### src/rtl/vga_timing_gen_if.sv
// vga_if: pixel-stream bundle shared by the draw stages.
// The timing generator drives it through the 'out' modport; downstream
// stages read it through 'sink'.
interface vga_if;
    logic [10:0] hcount;
    logic [10:0] vcount;
    logic        hsync;
    logic        vsync;
    logic        hblnk;
    logic        vblnk;
    logic [11:0] rgb;

    modport out  (output hcount, vcount, hsync, vsync, hblnk, vblnk, rgb);
    modport sink (input  hcount, vcount, hsync, vsync, hblnk, vblnk, rgb);
endinterface

### src/rtl/vga_timing_gen.sv
// vga_timing_gen: head of the pixel pipeline. It generates the h/v counters,
// sync and blanking strobes, line/frame start pulses and a frame counter.
// All strobes are decoded from the next-state counters and registered, so
// every field on 'out' describes the same pixel in the same cycle.
// Optional build macro VGA_TIMING_TEST_PATTERN_EN: drives eight vertical
// colour bars on rgb in the active area (otherwise rgb is constant black).
module vga_timing_gen #(
    parameter int H_ACTIVE = 800,
    parameter int H_FP     = 40,
    parameter int H_SYNC   = 128,
    parameter int H_BP     = 88,
    parameter int V_ACTIVE = 600,
    parameter int V_FP     = 1,
    parameter int V_SYNC   = 4,
    parameter int V_BP     = 23
) (
    input  logic        clk,
    input  logic        rst,
    vga_if.out          out,
    output logic        frame_start,
    output logic        line_start,
    output logic [15:0] frame_cnt
);

    localparam logic [10:0] H_ACT  = 11'(H_ACTIVE);
    localparam logic [10:0] H_SY0  = 11'(H_ACTIVE + H_FP);
    localparam logic [10:0] H_SY1  = 11'(H_ACTIVE + H_FP + H_SYNC - 1);
    localparam logic [10:0] H_LAST = 11'(H_ACTIVE + H_FP + H_SYNC + H_BP - 1);
    localparam logic [10:0] V_ACT  = 11'(V_ACTIVE);
    localparam logic [10:0] V_SY0  = 11'(V_ACTIVE + V_FP);
    localparam logic [10:0] V_SY1  = 11'(V_ACTIVE + V_FP + V_SYNC - 1);
    localparam logic [10:0] V_LAST = 11'(V_ACTIVE + V_FP + V_SYNC + V_BP - 1);

    logic [10:0] h_cnt, v_cnt;
    logic [10:0] h_nxt, v_nxt;
    logic        h_wrap, v_wrap;
    logic        hsync_q, vsync_q, hblnk_q, vblnk_q;

    // Next-state counters; the frame boundary is both counters wrapping together.
    always_comb begin
        h_wrap = (h_cnt == H_LAST);
        v_wrap = h_wrap && (v_cnt == V_LAST);
        h_nxt  = h_wrap ? 11'd0 : h_cnt + 11'd1;
        v_nxt  = v_cnt;
        if (h_wrap)
            v_nxt = v_wrap ? 11'd0 : v_cnt + 11'd1;
    end

    // Counters and strobes, all registered from the next-state values.
    always_ff @(posedge clk) begin
        if (rst) begin
            h_cnt       <= '0;
            v_cnt       <= '0;
            hsync_q     <= 1'b0;
            vsync_q     <= 1'b0;
            hblnk_q     <= 1'b0;
            vblnk_q     <= 1'b0;
            line_start  <= 1'b0;
            frame_start <= 1'b0;
            frame_cnt   <= '0;
        end else begin
            h_cnt       <= h_nxt;
            v_cnt       <= v_nxt;
            hblnk_q     <= (h_nxt >= H_ACT);
            hsync_q     <= (h_nxt >= H_SY0) && (h_nxt <= H_SY1);
            vblnk_q     <= (v_nxt >= V_ACT);
            vsync_q     <= (v_nxt >= V_SY0) && (v_nxt <= V_SY1);
            line_start  <= h_wrap;
            frame_start <= v_wrap;
            frame_cnt   <= frame_cnt + {15'd0, v_wrap};
        end
    end

`ifdef VGA_TIMING_TEST_PATTERN_EN
    localparam int BAR_W = H_ACTIVE / 8;

    logic [2:0]  bar_idx;
    logic [11:0] bar_rgb;
    logic [11:0] rgb_q;

    // Bar lookup for the pixel about to be shown; the last bar absorbs any remainder.
    always_comb begin
        bar_idx = ((int'(h_nxt) / BAR_W) > 7) ? 3'd7 : 3'(int'(h_nxt) / BAR_W);
        case (bar_idx)
            3'd0:    bar_rgb = 12'hFFF;
            3'd1:    bar_rgb = 12'hFF0;
            3'd2:    bar_rgb = 12'h0FF;
            3'd3:    bar_rgb = 12'h0F0;
            3'd4:    bar_rgb = 12'hF0F;
            3'd5:    bar_rgb = 12'hF00;
            3'd6:    bar_rgb = 12'h00F;
            default: bar_rgb = 12'h000;
        endcase
    end

    // Colour register, black during any blanking so it stays aligned with hblnk/vblnk.
    always_ff @(posedge clk) begin
        if (rst)
            rgb_q <= '0;
        else if ((h_nxt < H_ACT) && (v_nxt < V_ACT))
            rgb_q <= bar_rgb;
        else
            rgb_q <= '0;
    end

    assign out.rgb = rgb_q;
`else
    // Black is the "background not yet drawn" value for the downstream stages.
    assign out.rgb = 12'h000;
`endif

    assign out.hcount = h_cnt;
    assign out.vcount = v_cnt;
    assign out.hsync  = hsync_q;
    assign out.vsync  = vsync_q;
    assign out.hblnk  = hblnk_q;
    assign out.vblnk  = vblnk_q;

endmodule

### src/flat_wrapper.sv
// flat-port wrapper written by rule: the top's interface ports become plain ports
module vga_timing_gen_flat 
#(
    parameter int H_ACTIVE = 800,
    parameter int H_FP     = 40,
    parameter int H_SYNC   = 128,
    parameter int H_BP     = 88,
    parameter int V_ACTIVE = 600,
    parameter int V_FP     = 1,
    parameter int V_SYNC   = 4,
    parameter int V_BP     = 23
)
  (clk, rst, frame_start, line_start, frame_cnt, out_hcount, out_vcount, out_hsync, out_vsync, out_hblnk, out_vblnk, out_rgb);
  vga_if out_i ();
  input  logic clk;
  input  logic rst;
  output logic frame_start;
  output logic line_start;
  output logic [15:0] frame_cnt;
  output wire logic [$bits(out_i.hcount)-1:0] out_hcount;
  output wire logic [$bits(out_i.vcount)-1:0] out_vcount;
  output wire logic [$bits(out_i.hsync)-1:0] out_hsync;
  output wire logic [$bits(out_i.vsync)-1:0] out_vsync;
  output wire logic [$bits(out_i.hblnk)-1:0] out_hblnk;
  output wire logic [$bits(out_i.vblnk)-1:0] out_vblnk;
  output wire logic [$bits(out_i.rgb)-1:0] out_rgb;
  assign out_hcount = out_i.hcount;
  assign out_vcount = out_i.vcount;
  assign out_hsync = out_i.hsync;
  assign out_vsync = out_i.vsync;
  assign out_hblnk = out_i.hblnk;
  assign out_vblnk = out_i.vblnk;
  assign out_rgb = out_i.rgb;
  vga_timing_gen #(.H_ACTIVE(H_ACTIVE), .H_FP(H_FP), .H_SYNC(H_SYNC), .H_BP(H_BP), .V_ACTIVE(V_ACTIVE), .V_FP(V_FP), .V_SYNC(V_SYNC), .V_BP(V_BP)) u_core (.clk(clk), .rst(rst), .out(out_i), .frame_start(frame_start), .line_start(line_start), .frame_cnt(frame_cnt));
endmodule
### config.mk
export PLATFORM = sky130hd
export DESIGN_NAME = vga_timing_gen_flat
export DESIGN_NICKNAME = d
export VERILOG_FILES = /design/src/rtl/vga_timing_gen_if.sv /design/src/rtl/vga_timing_gen.sv /design/src/flat_wrapper.sv
export SDC_FILE = /design/constraint.sdc
export NUM_CORES = 1
export LEC_CHECK = 0
export BUFFER_PORTS_ARGS = -buffer_cell sky130_fd_sc_hd__buf_2
export CORE_MARGIN = 4
export CORE_UTILIZATION = 50
export CTS_BUF_LIST = sky130_fd_sc_hd__clkbuf_2 sky130_fd_sc_hd__clkbuf_4 sky130_fd_sc_hd__clkbuf_8
export CTS_CLUSTER_SIZE = 25
export DETAILED_ROUTE_END_ITERATION = 16
export PLACE_DENSITY = 0.8
export SLEW_MARGIN = 20
export SYNTH_ARGS = -nofsm -noshare
export SYNTH_HDL_FRONTEND = slang
export SYNTH_SLANG_ARGS = --single-unit
### constraint.sdc
create_clock -name clk -period 7.52 [get_ports clk]
set_input_delay 1.88 -clock clk [delete_from_list [all_inputs] [get_ports clk]]
set_output_delay 1.88 -clock clk [all_outputs]
set_load 0.03 [all_outputs]
==> reports/qor.txt <==
status = complete, no violations
first-pass GRT wire length = 8500 um
GRT Total Usage = 17.2%
drt via density = 5.59
routed vias = 2022
post-synth cell types = 49
Clock Latency Late Sink = 0.30 ns
Avg Inst Size Synth = 8.63 sq um
cell area after synthesis = 2320 sq um
switching part of the total = 25.6%
reg2reg setup slack = 4.51 ns
CTS tree = yes
RSZ-0062 raised after global routing = false
worst path arrival time = 3.18 ns
fin. max-slew vios = 0
drt drc = 0
leakage = 1.13 nW
Longest Clk Path Bufs = 2
VDD IR max = 0.0698 mV
area of the multi-input gates = 1320 sq um
Power per Cell Area = 156 nW/um^2
Placer Congestion = 0.858
max-cap viol count = 0
P_sw = 0.104 mW
PortBufs = 45
Post-synth EDFFs = 0
crit path kind = flop to flop
clock network fraction of design power = 37.2%
cts hold-fix bufs = 0
Num CTS Buffers = 5
first-pass detailed-route iteration total = 4
reg2reg start = u_core.out.hcount[5]$_SDFF_PP0_
die area = 5800 sq um
hold path depth = 2
logic gate share of total power = 4.8%
share of cells above drive strength 1 = 19.7%
Net count, final = 316
FF+latch area = 881 sq um
Final Hold Viols = 0
row cnt = 24
Starting DRT DRC Count = 151
Core ar. = 4410 sq um
worst r2r dst = u_core.frame_cnt[14]$_SDFF_PP0_
number of global-route vias before repair = 1834
Synth async-reset ratio = 0%
Crit. End Element = flop
GRT Residual Overflow = 0
Gate Count Post-Synth = 269
final period utilization = 40.0%
clock-pin slew on the worst setup and hold paths = 0.08 ns
Flop pwr share = 58.0%
Die W = 76.2 um
initial antenna violation count = 0
synthesized flop and latch total = 44
Antenna diodes = 0
hold crit path type = flop to flop
final HPWL from detailed placement = 3560 um
setup TNS = 0 ns
Setup violations, final = 0
Synth Flop Type = dfxtp_1
filler instances = 398
Post-Route WL = 4980 um
register area share after synthesis = 37.9%
fmax = 333 MHz
DRT antenna net count = 0
Hold Path Sink = u_core.frame_cnt[15]$_SDFF_PP0_
clock sinks = 44
initial core utilization = 52.6%
Worst-Margin Slew = 0.751 ns
Worst Path Max Fanout = 11
area added between synthesis and finish = 12.4%
clk_skew = 0.00747 ns
worst hold start = u_core.frame_cnt[15]$_SDFF_PP0_
Slew Limit Headroom = 49.5%
pin count of the biggest net entering global routing = 37
Die Ht = 76.2 um
internal power = 0.303 mW
Avg WL per Cell = 13.8 um
setup bufs post-CTS = 0
yosys synthesis warning count = 0
H-tree levels = 2
post-CTS sizing = 0
io pins = 58
Root Buffer = clkbuf_8
Power Total = 0.407 mW
Crit path required time = 7.69 ns
CP Launch Type = flop
Period minus WS final = 3.01 ns
Reg2Reg Depth = 10
[flip-flops by register name, indices dropped and copies added (netlist names)]
name                count
u_core.out.vcount      11
u_core.frame_cnt       16
u_core.out.vsync        1
u_core.out.vblnk        1
u_core.out.hsync        1
u_core.out.hcount      11
u_core.line_start       1
u_core.frame_start      1
u_core.out.hblnk        1
[cells in the mapped netlist (all sizes together) (3+ instances only)]
cell    count  area, sq um
and3        3         18.8
xnor2      13          114
o21ai       6         30.0
nor3       12         60.1
nor2b       8         50.1
nor2       32          120
nand2      14         52.6
dfxtp      44          881
nand4      10         62.6
ha          5         62.6
nand4b      3         26.3
inv         5         18.8
and4        8         70.1
a21oi       7         38.8
and2        4         25.0
buf        13          101
clkbuf     11         41.3
or3         7         43.8
nand3      12         60.1
xor2       18          158
or4         4         37.5
nor4        4         31.3
[metal layers]
metal | global-route usage [%] | share of wire [%] | routed length (um) | vias up
li1 | - | - | - | 1008
met1 | 21.4 | 44 | 2200 | 940
met2 | 27.6 | 48 | 2380 | 64
met3 | 4.96 | 6.2 | 309 | 10
met4 | 7.69 | 1.7 | 87 | 0
met5 | 0 | 0 | 0 | -
[power by group through the flow]
stage,registers [mW],clock network (mW),logic [mW]
CTS,0.236,0.153,0.0194
global route,0.237,0.161,0.0208
detailed placement,0.242,0,0.0193
floorplan,0.244,0,0.0186
finish,0.236,0.152,0.0194
global placement,0.242,0,0.0190
[layout make-up]
cell class | instances | area share [%]
clock buffer | 5 | 2.64
clock inverter | 3 | 0.910
inverter | 5 | 0.719
multi-input combinational | 207 | 50.6
sequential | 44 | 33.7
tap | 52 | 2.49
timing repair buffer | 46 | 8.91
[worst max path at each step]
stage / from / endpoint / slack (ns)
final: u_core.out.hcount[5]$_SDFF_PP0_ / u_core.frame_cnt[14]$_SDFF_PP0_ / 4.51
after global routing: u_core.out.hcount[5]$_SDFF_PP0_ / u_core.frame_cnt[14]$_SDFF_PP0_ / 4.22
after CTS: u_core.out.hcount[5]$_SDFF_PP0_ / u_core.frame_cnt[14]$_SDFF_PP0_ / 4.52
after detailed placement: rst / u_core.out.hsync$_SDFF_PP0_ / 4.49
after global placement: rst / u_core.out.hblnk$_SDFF_PP0_ / 4.54
after floorplan: u_core.out.hcount[0]$_SDFF_PP0_ / u_core.frame_cnt[14]$_SDFF_PP0_ / 4.72
[cells in the final DEF, fill, tap and decap left out, types with 6 or more instances in the layout]
cell type and n:
buf_2 45, dfxtp_1 44, nor2_1 32, xor2_1 18, nand2_1 14, xnor2_1 13
nand3_1 12, nor3_1 12, conb_1 12, nand4_1 10, nor2b_1 8, and4_1 8
or3_1 7, o21ai_0 6, a21oi_1 6
[critical path: stages, from the launching register on]
cell	delay, ns
dfxtp_1	0.42
nor4_1	0.59
nand3_1	0.42
nor2_1	0.22
ha_1	0.19
ha_1	0.18
and2_0	0.30
and3_1	0.20
nand4_1	0.11
xnor2_1	0.14
nor2b_1	0.12
[logic make-up (layout without fill, tap and decap cells)]
family	after synthesis	in the layout	share of synthesized area (%)
adder cells (fa/ha/maj)	5	5	2.69
AND/OR/NAND/NOR	126	126	30.2
XOR/XNOR	31	31	11.7
buffers and inverters	29	59	6.95
flip-flops	44	44	37.9
AO/OA/AOI/OAI	30	30	9.05
other	1	12	0.161
multiplexers	3	3	1.35
[through the flow]
stage / worst slack (ns) / util, % / instance area (sq um) / hold slack (ns) / cells
after global placement: 4.54 / 57.1 / 2520 / 0.467 / 354
after detailed placement: 4.49 / 57.1 / 2520 / 0.491 / 354
after CTS: 4.52 / 59.2 / 2610 / 0.505 / 362
final: 4.51 / 59.2 / 2610 / 0.497 / 362
after global routing: 4.22 / 59.2 / 2610 / 0.548 / 362
after floorplan: 4.72 / - / 2360 / 0.610 / 280
No activity file was read; power rests on OpenSTA's default activity.
